[src/rtl/reg_to_axis_frame_pkg.sv]
// Shared definitions for the register-bank to AXI-stream frame adapter.
package reg_to_axis_frame_pkg;

   localparam logic [1:0] MODE_CONT   = 2'd0;
   localparam logic [1:0] MODE_CHANGE = 2'd1;
   localparam logic [1:0] MODE_TRIG   = 2'd2;
   localparam logic [1:0] MODE_OFF    = 2'd3;

   localparam logic [0:0] ST_IDLE = 1'b0;
   localparam logic [0:0] ST_SEND = 1'b1;

   function automatic int unsigned clog2(input int unsigned v);
      int unsigned r;
      r = 0;
      while ((64'd1 << r) < 64'(v)) r++;
      return r;
   endfunction

   // Channel-index width; a single channel still needs a 1-bit tuser.
   function automatic int unsigned ch_bits(input int unsigned n);
      return (n <= 1) ? 1 : clog2(n);
   endfunction

endpackage

[src/rtl/reg_to_axis_launch.sv]
// Frame launch decision: mode decode, change detect, trigger pending and overrun.
module reg_to_axis_launch
   import reg_to_axis_frame_pkg::*;
#(
   parameter int unsigned DATA_W = 64
)(
   input  logic              aclk,
   input  logic              reset,
   input  logic [DATA_W-1:0] data_in_i,
   input  logic [1:0]        mode_i,
   input  logic              trigger_i,
   input  logic              idle_i,
   output logic              launch_c,
   output logic              overrun_o
);

   logic [DATA_W-1:0] last_sent_q, last_sent_d;
   logic              first_q, first_d;
   logic              pend_q, pend_d;
   logic              overrun_q, overrun_d;
   logic              launch;

   always_ff @(posedge aclk) begin
      if (reset) begin
         last_sent_q <= '0;
         first_q     <= 1'b1;
         pend_q      <= 1'b0;
         overrun_q   <= 1'b0;
      end else begin
         last_sent_q <= last_sent_d;
         first_q     <= first_d;
         pend_q      <= pend_d;
         overrun_q   <= overrun_d;
      end
   end

   always_comb begin
      last_sent_d = last_sent_q;
      first_d     = first_q;
      pend_d      = pend_q;
      overrun_d   = overrun_q;
      launch      = 1'b0;
      if (idle_i) begin
         case (mode_i)
            MODE_CONT:   launch = 1'b1;
            MODE_CHANGE: launch = (data_in_i != last_sent_q) || first_q;
            MODE_TRIG:   launch = trigger_i || pend_q;
            default:     launch = 1'b0;
         endcase
      end
      // Triggers that cannot launch now are queued once; a second one is lost.
      if (launch) begin
         last_sent_d = data_in_i;
         first_d     = 1'b0;
         pend_d      = 1'b0;
      end else if (trigger_i && !idle_i && (mode_i == MODE_TRIG)) begin
         if (pend_q) overrun_d = 1'b1;
         else        pend_d    = 1'b1;
      end
   end

   assign launch_c  = launch;
   assign overrun_o = overrun_q;

endmodule

[src/rtl/reg_to_axis_frame.sv]
// Snapshots NUM_CH register channels and serialises them as one AXI-stream frame.
module reg_to_axis_frame
   import reg_to_axis_frame_pkg::*;
#(
   parameter  int unsigned DIN_WIDTH = 16,
   parameter  int unsigned NUM_CH    = 4,
   localparam int unsigned CH_BITS   = ch_bits(NUM_CH)
)(
   input  logic                        aclk,
   input  logic                        reset,
   input  logic [NUM_CH*DIN_WIDTH-1:0] data_in,
   input  logic [1:0]                  mode,
   input  logic                        trigger,
   output logic [DIN_WIDTH-1:0]        m_axis_tdata,
   output logic [CH_BITS-1:0]          m_axis_tuser,
   output logic                        m_axis_tlast,
   output logic                        m_axis_tvalid,
   input  logic                        m_axis_tready,
   output logic [15:0]                 frame_count,
   output logic                        overrun
);

   localparam int unsigned        BUS_W   = NUM_CH * DIN_WIDTH;
   localparam logic [CH_BITS-1:0] LAST_CH = CH_BITS'(NUM_CH - 1);

   logic [0:0]           state_q, state_d;
   logic [CH_BITS-1:0]   ch_q, ch_d, ch_nxt;
   logic [BUS_W-1:0]     snap_q, snap_d;
   logic [DIN_WIDTH-1:0] tdata_q, tdata_d;
   logic [CH_BITS-1:0]   tuser_q, tuser_d;
   logic                 tlast_q, tlast_d;
   logic                 tvalid_q, tvalid_d;
   logic [15:0]          fcnt_q, fcnt_d;
   logic                 launch_c;

   reg_to_axis_launch #(.DATA_W(BUS_W)) u_launch (
      .aclk      (aclk),
      .reset     (reset),
      .data_in_i (data_in),
      .mode_i    (mode),
      .trigger_i (trigger),
      .idle_i    (state_q == ST_IDLE),
      .launch_c  (launch_c),
      .overrun_o (overrun)
   );

   always_ff @(posedge aclk) begin
      if (reset) begin
         state_q  <= ST_IDLE;
         ch_q     <= '0;
         snap_q   <= '0;
         tdata_q  <= '0;
         tuser_q  <= '0;
         tlast_q  <= 1'b0;
         tvalid_q <= 1'b0;
         fcnt_q   <= '0;
      end else begin
         state_q  <= state_d;
         ch_q     <= ch_d;
         snap_q   <= snap_d;
         tdata_q  <= tdata_d;
         tuser_q  <= tuser_d;
         tlast_q  <= tlast_d;
         tvalid_q <= tvalid_d;
         fcnt_q   <= fcnt_d;
      end
   end

   assign ch_nxt = ch_q + CH_BITS'(1);

   always_comb begin
      state_d  = state_q;
      ch_d     = ch_q;
      snap_d   = snap_q;
      tdata_d  = tdata_q;
      tuser_d  = tuser_q;
      tlast_d  = tlast_q;
      tvalid_d = tvalid_q;
      fcnt_d   = fcnt_q;
      case (state_q)
         ST_IDLE: begin
            if (launch_c) begin
               snap_d   = data_in;
               ch_d     = '0;
               tdata_d  = data_in[DIN_WIDTH-1:0];
               tuser_d  = '0;
               tlast_d  = (NUM_CH == 1);
               tvalid_d = 1'b1;
               state_d  = ST_SEND;
            end
         end
         default: begin
            // Beat registers only move on acceptance, keeping the AXI hold rule.
            if (m_axis_tready) begin
               if (ch_q == LAST_CH) begin
                  tvalid_d = 1'b0;
                  fcnt_d   = fcnt_q + 16'd1;
                  state_d  = ST_IDLE;
               end else begin
                  ch_d    = ch_nxt;
                  tdata_d = DIN_WIDTH'(snap_q >> (int'(ch_nxt) * DIN_WIDTH));
                  tuser_d = ch_nxt;
                  tlast_d = (ch_nxt == LAST_CH);
               end
            end
         end
      endcase
   end

   assign m_axis_tdata  = tdata_q;
   assign m_axis_tuser  = tuser_q;
   assign m_axis_tlast  = tlast_q;
   assign m_axis_tvalid = tvalid_q;
   assign frame_count   = fcnt_q;

endmodule

[config.mk]
export PLATFORM = sky130hd
export DESIGN_NAME = reg_to_axis_frame
export DESIGN_NICKNAME = d
export VERILOG_FILES = /design/src/rtl/reg_to_axis_frame_pkg.sv /design/src/rtl/reg_to_axis_launch.sv /design/src/rtl/reg_to_axis_frame.sv
export SDC_FILE = /design/constraint.sdc
export NUM_CORES = 1
export LEC_CHECK = 0
export BUFFER_PORTS_ARGS = -buffer_cell sky130_fd_sc_hd__buf_2
export CORE_MARGIN = 3
export CORE_UTILIZATION = 45
export DETAILED_ROUTE_END_ITERATION = 12
export GPL_TIMING_DRIVEN = 0
export PLACE_DENSITY = 0.69
export SLEW_MARGIN = 20
export SYNTH_ARGS = -nofsm -noshare
export SYNTH_HDL_FRONTEND = slang
export SYNTH_SLANG_ARGS = --single-unit
[constraint.sdc]
create_clock -name aclk -period 2.6 [get_ports aclk]
set_input_delay 0.52 -clock aclk [delete_from_list [all_inputs] [get_ports aclk]]
set_output_delay 0.52 -clock aclk [all_outputs]
set_load 0.03 [all_outputs]
==> impl_table.tex <==
\begin{tabular}{lr}
\hline
Metric & Value \\
\hline
\multicolumn{2}{l}{\textbf{Finish}} \\
FILL cells & approximately 1200 \\
Antenna cell count & 0 \\
Final Core Density & 55.17\% \\
Most common cell after layout, fill and taps aside & sky130\_fd\_sc\_hd\_\_nand2b\_1 \\
Commonest cells after routing, fill and taps aside & 133 x sky130\_fd\_sc\_hd\_\_nand2b\_1, 109 x sky130\_fd\_sc\_hd\_\_buf\_2, 104 x sky130\_fd\_sc\_hd\_\_dfxtp\_1, 65 x sky130\_fd\_sc\_hd\_\_mux2i\_1, 55 x sky130\_fd\_sc\_hd\_\_xor2\_1 \\
Final-stage net count & 799 \\
Signed area change from the synthesized netlist to the final layout & 19.51\% \\
Non-filler instance count after layout & 903 \\
Share of cells above drive strength 1 & 22.16\% \\
\multicolumn{2}{l}{\textbf{Route}} \\
ANT nets after route & 0 \\
DR vias/cell & roughly 5.6 \\
DRC violation count after routing & 0 \\
Number of vias after detailed routing & 5043 \\
Number of DRC markers in iteration 0 & 374 \\
DR pass1 iterations & 5 \\
Post-DR wirelength/cell & about 19 um \\
Wirelength, routed & roughly 18000 um \\
\multicolumn{2}{l}{\textbf{GRT}} \\
Wire length of the first global-routing pass & 26880 um \\
Global route overflow & 0 \\
Global Route met2 Usage & a little over 40\% \\
Antenna violations before repair & 0 \\
Most Crowded Layer GR & met2 \\
Met1 Usage GRT & $\sim$32\% \\
Via count of the first global-routing pass & 4884 \\
GRT Overall Usage & 24.55\% \\
Pin count of the biggest net entering global routing & 18 \\
GR Layer Usage met3 & 4.854\% \\
\multicolumn{2}{l}{\textbf{STA}} \\
Maximum frequency from static timing analysis & 0.4062 GHz \\
Crit share post-route & between 90\% and 100\% \\
Worst slew margin relative to its limit & 54.03\% \\
RSZ-0062 raised after global routing & no \\
Number of setup violations in the final report & 0 \\
Final critical-path setup slack & 0.1382 ns \\
Max Transition Viols Final & 0 \\
Slew at the pin closest to its max-slew limit & between 0.6 and 0.7 ns \\
Maximum clock skew at final layout & approximately 0.012 ns \\
Time the worst path needs with I/O delays and setup & 2.462 ns \\
Number of hold-slack violations in the final timing report & 0 \\
\multicolumn{2}{l}{\textbf{Power and ir drop}} \\
Total net switching power & 1175 uW \\
Comb power frac & between 10\% and 20\% \\
Proportion of total power due to net switching & between 20 and 30\% \\
Power per Cell Area & 598.5 mW/mm2 \\
Sequential share of power & 43.0\% \\
P\_int & 3009 uW \\
Cell leakage power & 0.003076 uW \\
Maximum ir drop on the vdd rail & 0.4117 mV \\
Clock share of power & about two fifths \\
\multicolumn{2}{l}{\textbf{Synth}} \\
Synthesized netlist cell count & 608 \\
Area share of the leading cell type in the synthesized netlist & 35.59\% \\
Flip-flop cell with the highest count after synthesis & sky130\_fd\_sc\_hd\_\_dfxtp\_1 \\
Adder-cell share of the synthesized area & 0.6417\% \\
Largest family of logic cells by synthesized area & simple AND/OR/NAND/NOR gates \\
Share of synthesized registers carrying an async set or reset & 0\% \\
Count of warnings emitted by yosys & 0 \\
Unique masters post-synth & 48 \\
Most area-hungry cell type in the Yosys netlist & sky130\_fd\_sc\_hd\_\_dfxtp\_1 \\
Synth Register Bits & 104 \\
Basic-gate share of the synthesized area counting and, or, nand and nor cells & 24.43\% \\
Multiplexer share of the synthesized area & about 17\% \\
Average instance area after synthesis & 9.621 um2 \\
Fraction of synthesized cell area in xor and xnor cells & 9.283\% \\
Post-synthesis instance area & 0.005849 mm2 \\
Sequential cell area fraction in the yosys report & 35.59\% \\
Post-synth EDFFs & 0 \\
Complex-gate fraction of the synthesized area & 8.385\% \\
Area contributors post-synth & sky130\_fd\_sc\_hd\_\_dfxtp\_1 36\%, sky130\_fd\_sc\_hd\_\_nand2b\_1 14\%, sky130\_fd\_sc\_hd\_\_mux2i\_1 11\% \\
Post-Syn Nets & just under 700 \\
\multicolumn{2}{l}{\textbf{Floorplan}} \\
Number of placement rows & approximately 40 \\
Die ar. & 0.01440 mm2 \\
Initial cell density of the core & 46.16\% \\
Die Height & 120.0 um \\
X dimension of the die & between 100 and 150 um \\
Top-level I/O count & between 100 and 150 \\
Core Box Area & 0.01267 mm2 \\
\multicolumn{2}{l}{\textbf{CTS}} \\
CTS H-tree depth & 3 \\
CTS Buf Count & 9 \\
TritonCTS clock tree & done \\
Library cell used as clock root buffer & sky130\_fd\_sc\_hd\_\_clkbuf\_16 \\
Buffer levels on the longest clock path & 2 \\
Clk\_lat worst skew & 0.36 ns \\
Clock Pin Slew Worst Setup and Hold Paths & 0.08 ns \\
Sinks on Clock Net & 104 \\
\multicolumn{2}{l}{\textbf{Setup path}} \\
CP Launch Type & flip-flop \\
Type of the worst setup path & flip-flop to flip-flop \\
Nature of the critical path endpoint & flip-flop \\
CP Data Arrival Time & 2.71 ns \\
Maximum fanout along the worst path & 10 \\
Worst Path Required & 2.85 ns \\
\multicolumn{2}{l}{\textbf{Place}} \\
Final HPWL DP & 13230 um \\
DP Cell Count & around 890 \\
Setup Slack @ Placement & -0.4676 ns \\
Gpl congestion & 0.9479 \\
IO Port Bufs & approximately 110 \\
\multicolumn{2}{l}{\textbf{Worst hold path}} \\
Worst hold path class & input port to flip-flop \\
\multicolumn{2}{l}{\textbf{Run status}} \\
Result of the run & finished, final reports clean \\
\multicolumn{2}{l}{\textbf{Job}} \\
Max-cap viol count & 0 \\
\hline
\end{tabular}
-- per-stage QoR --
step | setup TNS [ns] | area (um2) | hold WS, ns | power, uW
detailed placement | -34.45 | 6596 | 0.4558 | 2575
finish | 0 | 6990 | 0.4242 | 4184
CTS | 0 | 6980 | 0.4213 | 4183
global route | 0 | 6990 | 0.4297 | 4314
floorplan | 0 | 5856 | 0.4275 | 2299
global placement | -30.85 | 6596 | 0.4493 | 2554
-- cells by family (layout without fill, tap and decap cells) --
kind of cell / after synthesis / count (layout)
mux: 81 / 81
compound gates: 59 / 59
fa+ha+maj: 3 / 3
flops: 104 / 104
buf+inv: 53 / 176
xor+xnor: 62 / 62
simple gates: 246 / 246
-- routing by layer --
metal	vias up	wire length, um
met2	206	8543
met4	0	308
li1	2347	-
met5	-	0
met3	25	1362
met1	2465	7336
-- worst paths after layout --
check	slack, ns	start	endpoint	depth (start not counted)
max	0.14	m_axis_tuser[0]	m_axis_tdata[6]	10
min	0.42	data_in[21]	snap_q[21]	3
max reg2reg	0.14	m_axis_tuser[0]	m_axis_tdata[6]	10
min reg2reg	0.47	u_launch.overrun_o	u_launch.overrun_o	2
-- flip-flops by register name, indices dropped and copies added (netlist names), 2 cells and up --
name / flops
frame_count: 16
m_axis_tdata: 16
m_axis_tuser: 2
snap_q: 50
u_launch.last_sent_q: 14
-- power by group through the flow --
| stage | registers, uW | logic, uW | clock network [uW] |
|---|---|---|---|
| after floorplan | 1850 | 446 | 0 |
| after global placement | 1830 | 727 | 0 |
| after detailed placement | 1830 | 743 | 0 |
| after CTS | 1800 | 752 | 1640 |
| after global routing | 1810 | 811 | 1690 |
| final | 1800 | 759 | 1630 |
-- synthesized netlist by cell type, types with 9 or more instances --
| library cell | count |
|---|---|
| sky130_fd_sc_hd__o311a_1 | 16 |
| sky130_fd_sc_hd__mux4_2 | 16 |
| sky130_fd_sc_hd__mux2i_1 | 65 |
| sky130_fd_sc_hd__nor2_1 | 51 |
| sky130_fd_sc_hd__a211o_1 | 16 |
| sky130_fd_sc_hd__nor4_1 | 10 |
| sky130_fd_sc_hd__nand2_1 | 9 |
| sky130_fd_sc_hd__dfxtp_1 | 104 |
| sky130_fd_sc_hd__nand2b_1 | 133 |
| sky130_fd_sc_hd__clkbuf_1 | 27 |
| sky130_fd_sc_hd__xor2_1 | 55 |
| sky130_fd_sc_hd__inv_1 | 13 |
-- cell type report --
type | instances | area [um2] | share of cell area (%)
buffer | 40 | 232.7 | 3.329
clock buffer | 10 | 239.0 | 3.419
clock inverter | 6 | 115.1 | 1.647
inverter | 13 | 48.80 | 0.6980
multi-input combinational | 451 | 3517 | 50.31
sequential | 104 | 2082 | 29.78
tap | 172 | 215.2 | 3.079
timing repair buffer | 107 | 540.5 | 7.732
-- repair_timing --
action / 4_1_cts / 5_1_grt
setup endpoints to repair: 79 / 10
hold endpoints to repair: 0 / 0
buffers inserted: 2 / 0
hold buffers: 0 / 0
resized for setup: 4 / 4
pin swaps: 2 / 0
-- critical path: stages, from the launching register on --
cell,delay (ns)
sky130_fd_sc_hd__dfxtp_1,0.40
sky130_fd_sc_hd__buf_6,0.21
sky130_fd_sc_hd__buf_6,0.21
sky130_fd_sc_hd__inv_1,0.07
sky130_fd_sc_hd__ha_1,0.27
sky130_fd_sc_hd__buf_2,0.26
sky130_fd_sc_hd__clkbuf_8,0.26
sky130_fd_sc_hd__mux4_2,0.34
sky130_fd_sc_hd__nor2_1,0.13
sky130_fd_sc_hd__nor2_1,0.07
sky130_fd_sc_hd__o311a_1,0.13
Note: power is estimated with default switching activity, not from simulation.
